## src/rtl/hazard_ctrl.sv

```systemverilog
// Pipeline hazard controller: load-use interlock, branch flush, memory-wait freeze
// and halt/drain sequencing, plus saturating stall/flush performance counters.
`timescale 1ns/1ps
module hazard_ctrl #(
    parameter int CNT_W        = 32,
    parameter int TIMEOUT      = 16,
    parameter int DRAIN_CYCLES = 4
) (
    input  logic             clk,
    input  logic             rst,
    input  logic [4:0]       Rs1D,
    input  logic [4:0]       Rs2D,
    input  logic [4:0]       RdE,
    input  logic             MemReadE,
    input  logic             PCSrcM,
    input  logic             dmem_busy,
    input  logic             halt_req,
    output logic             stall_F,
    output logic             stall_D,
    output logic             stall_E,
    output logic             stall_M,
    output logic             flush_D,
    output logic             flush_E,
    output logic             flush_M,
    output logic             flush_W,
    output logic             halted,
    output logic             err_timeout,
    output logic [1:0]       state,
    output logic [CNT_W-1:0] stall_cycles,
    output logic [CNT_W-1:0] flush_events
);

    typedef enum logic [1:0] {
        RUN      = 2'd0,
        MEM_WAIT = 2'd1,
        DRAIN    = 2'd2,
        HALTED   = 2'd3
    } state_t;

    localparam int DW = (DRAIN_CYCLES > 1) ? $clog2(DRAIN_CYCLES) : 1;
    localparam int WW = $clog2(TIMEOUT + 1);
    localparam logic [DW-1:0] DRAIN_LAST = DW'(DRAIN_CYCLES - 1);
    localparam logic [WW-1:0] WAIT_LIMIT = WW'(TIMEOUT);

    state_t           r_state;
    state_t           w_evalState;
    state_t           w_nextState;
    logic [DW-1:0]    r_drainCnt;
    logic [DW-1:0]    w_nextDrainCnt;
    logic [WW-1:0]    r_waitCnt;
    logic             r_drainPending;
    logic             r_errTimeout;
    logic [CNT_W-1:0] r_stallCycles;
    logic [CNT_W-1:0] r_flushEvents;
    logic             w_loadUse;
    logic             w_branchFlush;

    assign w_loadUse = MemReadE & (RdE != 5'd0) & ((RdE == Rs1D) | (RdE == Rs2D));

    // The cycle memory stops being busy is handled as if already back in the
    // state we are returning to, so its hazards are honoured immediately.
    always_comb begin
        w_evalState = r_state;
        if (r_state == MEM_WAIT && !dmem_busy)
            w_evalState = r_drainPending ? DRAIN : RUN;
    end

    always_ff @(posedge clk) begin
        if (rst) begin
            r_state        <= RUN;
            r_drainCnt     <= '0;
            r_drainPending <= 1'b0;
        end else begin
            r_state    <= w_nextState;
            r_drainCnt <= w_nextDrainCnt;
            if (w_evalState != MEM_WAIT)
                r_drainPending <= (w_evalState == DRAIN);
        end
    end

    always_comb begin
        w_nextState    = w_evalState;
        w_nextDrainCnt = r_drainCnt;
        case (w_evalState)
            RUN: begin
                if (dmem_busy)
                    w_nextState = MEM_WAIT;
                else if (!PCSrcM && !w_loadUse && halt_req) begin
                    w_nextState    = DRAIN;
                    w_nextDrainCnt = '0;
                end
            end
            DRAIN: begin
                if (dmem_busy)
                    w_nextState = MEM_WAIT;
                else if (PCSrcM)
                    w_nextDrainCnt = '0;
                else if (r_drainCnt == DRAIN_LAST)
                    w_nextState = HALTED;
                else
                    w_nextDrainCnt = r_drainCnt + DW'(1);
            end
            MEM_WAIT: w_nextState = MEM_WAIT;
            HALTED:   w_nextState = halt_req ? HALTED : RUN;
            default:  w_nextState = RUN;
        endcase
    end

    always_comb begin
        stall_F       = 1'b0;
        stall_D       = 1'b0;
        stall_E       = 1'b0;
        stall_M       = 1'b0;
        flush_D       = 1'b0;
        flush_E       = 1'b0;
        flush_M       = 1'b0;
        flush_W       = 1'b0;
        halted        = 1'b0;
        w_branchFlush = 1'b0;
        if (!rst) begin
            case (w_evalState)
                RUN, DRAIN, MEM_WAIT: begin
                    if (dmem_busy) begin
                        stall_F = 1'b1;
                        stall_D = 1'b1;
                        stall_E = 1'b1;
                        stall_M = 1'b1;
                        flush_W = 1'b1;
                    end else if (PCSrcM) begin
                        flush_D       = 1'b1;
                        flush_E       = 1'b1;
                        flush_M       = 1'b1;
                        w_branchFlush = 1'b1;
                    end else if (w_evalState == RUN && w_loadUse) begin
                        stall_F = 1'b1;
                        stall_D = 1'b1;
                        flush_E = 1'b1;
                    end else if (w_evalState == DRAIN) begin
                        stall_F = 1'b1;
                        flush_D = 1'b1;
                    end
                end
                HALTED: begin
                    stall_F = 1'b1;
                    flush_D = 1'b1;
                    halted  = 1'b1;
                end
                default: ;
            endcase
        end
    end

    // Busy cycles are counted from the first one; the error latches on the
    // TIMEOUT-th and only reset clears it.
    always_ff @(posedge clk) begin
        if (rst) begin
            r_waitCnt    <= '0;
            r_errTimeout <= 1'b0;
        end else if (dmem_busy && w_evalState != HALTED) begin
            if (r_waitCnt != WAIT_LIMIT)
                r_waitCnt <= r_waitCnt + WW'(1);
            if (r_waitCnt == WAIT_LIMIT - WW'(1))
                r_errTimeout <= 1'b1;
        end else begin
            r_waitCnt <= '0;
        end
    end

    always_ff @(posedge clk) begin
        if (rst) begin
            r_stallCycles <= '0;
            r_flushEvents <= '0;
        end else begin
            if (stall_F && r_stallCycles != '1)
                r_stallCycles <= r_stallCycles + CNT_W'(1);
            if (w_branchFlush && r_flushEvents != '1)
                r_flushEvents <= r_flushEvents + CNT_W'(1);
        end
    end

    assign state        = r_state;
    assign err_timeout  = r_errTimeout;
    assign stall_cycles = r_stallCycles;
    assign flush_events = r_flushEvents;

endmodule

```

## config.mk

```make
export PLATFORM = sky130hd
export DESIGN_NAME = hazard_ctrl
export DESIGN_NICKNAME = d
export VERILOG_FILES = /design/src/rtl/hazard_ctrl.sv
export SDC_FILE = /design/constraint.sdc
export NUM_CORES = 1
export LEC_CHECK = 0
export CAP_MARGIN = 20
export CORE_ASPECT_RATIO = 1.25
export CORE_MARGIN = 8
export CORE_UTILIZATION = 35
export DETAILED_ROUTE_END_ITERATION = 8
export GPL_TIMING_DRIVEN = 0
export PLACE_DENSITY_LB_ADDON = 0.15
export SETUP_SLACK_MARGIN = 0.1
export SLEW_MARGIN = 5
export SYNTH_ARGS = -nofsm -noshare
export SYNTH_HDL_FRONTEND = slang
export SYNTH_SLANG_ARGS = --single-unit
```

## constraint.sdc

```tcl
create_clock -name clk -period 2.85 [get_ports clk]
set_input_delay 0.4275 -clock clk [delete_from_list [all_inputs] [get_ports clk]]
set_output_delay 0.4275 -clock clk [all_outputs]
set_load 0.03 [all_outputs]
```

==> flow_metrics.env <==
export IMPL_dieArea_mm2=0.01527
export IMPL_drive_above_1_share_pct=11.40
export IMPL_cp_slowest_cell="clkdlybuf4s50_1"
export IMPL_dpl_hpwl_mm=8.907
export IMPL_antenna_found_initial=0
export IMPL_clock_latency_ns=0.34
export IMPL_slew_violations=0
export IMPL_synth_area_per_cell_um2=8.137
export IMPL_top_usage_layer="met2"
export IMPL_required_ns=2.42
export IMPL_num_vias=4130
export IMPL_cts_root_buf="clkbuf_16"
export IMPL_clkSinkCount=75
export IMPL_nNetsFinal=636
export IMPL_vdd_drop_max_mv=0.2337
export IMPL_syn_area_mm2=0.004044
export IMPL_portBuffers=95
export IMPL_max_freq_ghz=0.3621
export IMPL_intPower_mw=1.954
export IMPL_max_slew_margin_pct=56.91
export IMPL_grt_pass1_wl_mm=20.03
export IMPL_skew_ns=0.007099
export IMPL_max_cap_viol_count=0
export IMPL_outcome="complete, no violations"
export IMPL_crit_buf_inv=5
export IMPL_place_congestion=0.8029
export IMPL_p_seq_share_pct=42.0
export IMPL_cellPowerDensity_mw_per_mm2=455.3
export IMPL_rsz0062_at_grt="yes"
export IMPL_grt_usage_pct=16.05
export IMPL_synth_cells=497
export IMPL_finalHoldViolCount=0
export IMPL_initial_core_util_pct=35.31
export IMPL_path_class="in2out"
export IMPL_finalWirelength_mm=12.11
export IMPL_drc_errors=0
export IMPL_grtUsageMet1_pct=18.06
export IMPL_grt_max_degree=13
export IMPL_ys_ff_latch=75
export IMPL_wl_per_cell_um=16.10
export IMPL_synth_top_cell_area_share_pct=37.13
export IMPL_dr_pass1_iters=4
export IMPL_cpMostUsedCell="buf_6"
export IMPL_max_stage_delay_ns=0.50
export IMPL_cellLeakagePower_nw=1.890
export IMPL_routed_via_density=5.492
export IMPL_ios=97
export IMPL_die_y_um=136.2
export IMPL_end_kind="primary output"
export IMPL_pwr_share_comb_pct=8.6
export IMPL_grt_pass1_vias=4093
export IMPL_hold_class="in2reg"
export IMPL_nFillCells=1121
export IMPL_critical_path_cell_chain="clkdlybuf4s50_1 > clkbuf_4 > nand2_1 > a221oi_2 > o31a_1 > buf_6 > buf_6 > nor2_1 > buf_4"
export IMPL_synth_cell_types=47
export IMPL_swShare_pct=22.96
export IMPL_min_period_ns=2.762
export IMPL_htreeDepth=3
export IMPL_post_route_period_util_pct=96.91
export IMPL_met3_usage_pct=3.689
export IMPL_setup_viol=0
export IMPL_area_growth_pct=37.78
export IMPL_power_switching_mw=0.5825
export IMPL_cts_buffers_inserted=9
export IMPL_ys_warn_count=0
export IMPL_cp_max_fo=10
export IMPL_cts_hold_buf=0
export IMPL_multi_input_area_mm2=0.002395
export IMPL_regArea_mm2=0.001501
export IMPL_synth_area_leaders="dfxtp_1 37%, a21oi_1 4.8%, nor2_1 4.6%"
export IMPL_worstMarginPinSlew_ns=0.6428
export IMPL_synth_nets=524
export IMPL_cp_arrival_ns=2.33
export IMPL_first_iter_violations=180
export IMPL_antenna_left=0
export IMPL_startpoint_type="primary input"
export IMPL_grt_ovfl_total=0
export IMPL_critical_path_top_delay_family="buffers and inverters"
export IMPL_synth_top_cell_by_area="dfxtp_1"
export IMPL_clockPowerShare_pct=49.4
export IMPL_antennaDiodeCount=0
export IMPL_synth_seq_area_share_pct=37.13
export IMPL_total_power_mw=2.537
export IMPL_tns_ns=0
export IMPL_die_w_um=112.1
export IMPL_rows=44
export IMPL_cts_max_path_buffers=2
export IMPL_met2_usage_pct=27.86
export IMPL_clkTransAtPathRegs_ns=0.06
export IMPL_core_mm2=0.01145
export IMPL_tritoncts="done"
[through the flow]
stage / setup WS (ns) / util, % / hold slack [ns] / cell area [µm²] / std cells
after floorplan: 0.3706 / - / 0.4667 / 4044 / 497
after global placement: -0.8769 / 45.13 / 0.4735 / 5167 / 730
after detailed placement: -0.8394 / 45.13 / 0.4735 / 5167 / 730
after CTS: -0.08512 / 48.23 / 0.4389 / 5523 / 748
after global routing: 0.003047 / 48.66 / 0.4836 / 5572 / 752
final: 0.08800 / 48.66 / 0.4423 / 5572 / 752
[tightest hold or removal path: stages]
cell and delay (ns):
buf_6 0.11, nor3_1 0.07, nand2_1 0.06, o21ai_0 0.07
[worst paths after layout]
path,from,slack (ns),endpoint,depth (start not counted)
min reg2reg,err_timeout,0.49,err_timeout,2
min,rst,0.44,r_drainCnt[1],4
max,PCSrcM,0.09,stall_F,9
max reg2reg,state[0],0.30,stall_cycles[29],10
[layout by cell type (no fill, tap or decap), drive strengths merged, types with 3 or more instances in the layout]
| cell | Yosys | final |
|---|---|---|
| ha | 6 | 6 |
| o31ai | 20 | 20 |
| or4 | 20 | 20 |
| nor4 | 6 | 6 |
| clkbuf | 17 | 32 |
| and3 | 9 | 9 |
| mux2 | 12 | 12 |
| and2 | 3 | 3 |
| xnor2 | 10 | 10 |
| dfxtp | 75 | 75 |
| clkdlybuf4s50 | 0 | 82 |
| o21ai | 25 | 25 |
| inv | 15 | 15 |
| nor2 | 50 | 50 |
| nor2b | 11 | 11 |
| and4 | 6 | 6 |
| or3 | 20 | 20 |
| a21oi | 40 | 40 |
| buf | 11 | 19 |
| nand3b | 4 | 4 |
| dlygate4sd2 | 0 | 5 |
| nand2 | 35 | 35 |
| xor2 | 20 | 20 |
| nor3 | 17 | 17 |
| nand4 | 17 | 17 |
| nand3 | 26 | 26 |
| clkinv | 0 | 3 |
[layer usage]
metal	vias to the layer above	wire, µm
met5	-	0
met4	0	226
met3	17	560
met2	100	6071
met1	1971	5248
li1	2042	-
[power groups by stage]
| stage | clock, mW | combinational, mW | sequential (mW) |
|---|---|---|---|
| 2_1_floorplan | 0 | 0.105 | 1.10 |
| 3_3_place_gp | 0 | 0.202 | 1.09 |
| 3_5_place_dp | 0 | 0.205 | 1.09 |
| 4_1_cts | 1.29 | 0.209 | 1.06 |
| 5_1_grt | 1.33 | 0.236 | 1.07 |
| 6_report | 1.25 | 0.218 | 1.06 |
[synth_stat cells, drive strengths merged]
master	instances
or3	20
xnor2	10
nor3b	1
nor2	50
a21oi	40
clkbuf	17
dfxtp	75
nand2	35
nand3	26
a221oi	2
nor2b	11
nor4	6
or3b	1
a22oi	2
nand4	17
ha	6
a31oi	1
o31ai	20
o31a	2
nand2b	1
o21bai	2
xor2	20
o211ai	1
o21ai	25
inv	15
mux2i	2
a211o	1
and2	3
mux2	12
nor4b	2
o41a	1
or4	20
or2	2
and4	6
nor3	17
and3	9
o311a	1
buf	11
nand3b	4
[logic make-up after synthesis]
family                   count (synthesis)  share of synthesized area [%]
AND/OR/NAND/NOR                        231                          31.28
AO/OA/AOI/OAI                           98                          14.79
flip-flops                              75                          37.13
buffers and inverters                   43                          4.610
XOR/XNOR                                30                          6.497
multiplexers                            14                          3.837
adder cells (fa/ha/maj)                  6                          1.856
[layout make-up]
cell class | instances | share of cell area (%)
buffer | 28 | 2.672
inverter | 15 | 1.011
clock buffer | 11 | 4.536
clock inverter | 5 | 1.347
sequential | 75 | 26.95
tap | 138 | 3.099
multi-input combinational | 379 | 42.98
timing repair buffer | 101 | 17.40
[timing repair]
action	in CTS	in global routing
endpoints found under the setup margin	8	6
resized for setup	32	18
buffers inserted	2	4
pin swaps	3	4
[registers in the layout, summed over array words and instances, names as in the netlist]
signal,cells
stall_cycles,32
state,2
r_waitCnt,5
err_timeout,1
flush_events,32
r_drainCnt,2
r_drainPending,1
Note: power is estimated with default switching activity, not from simulation.
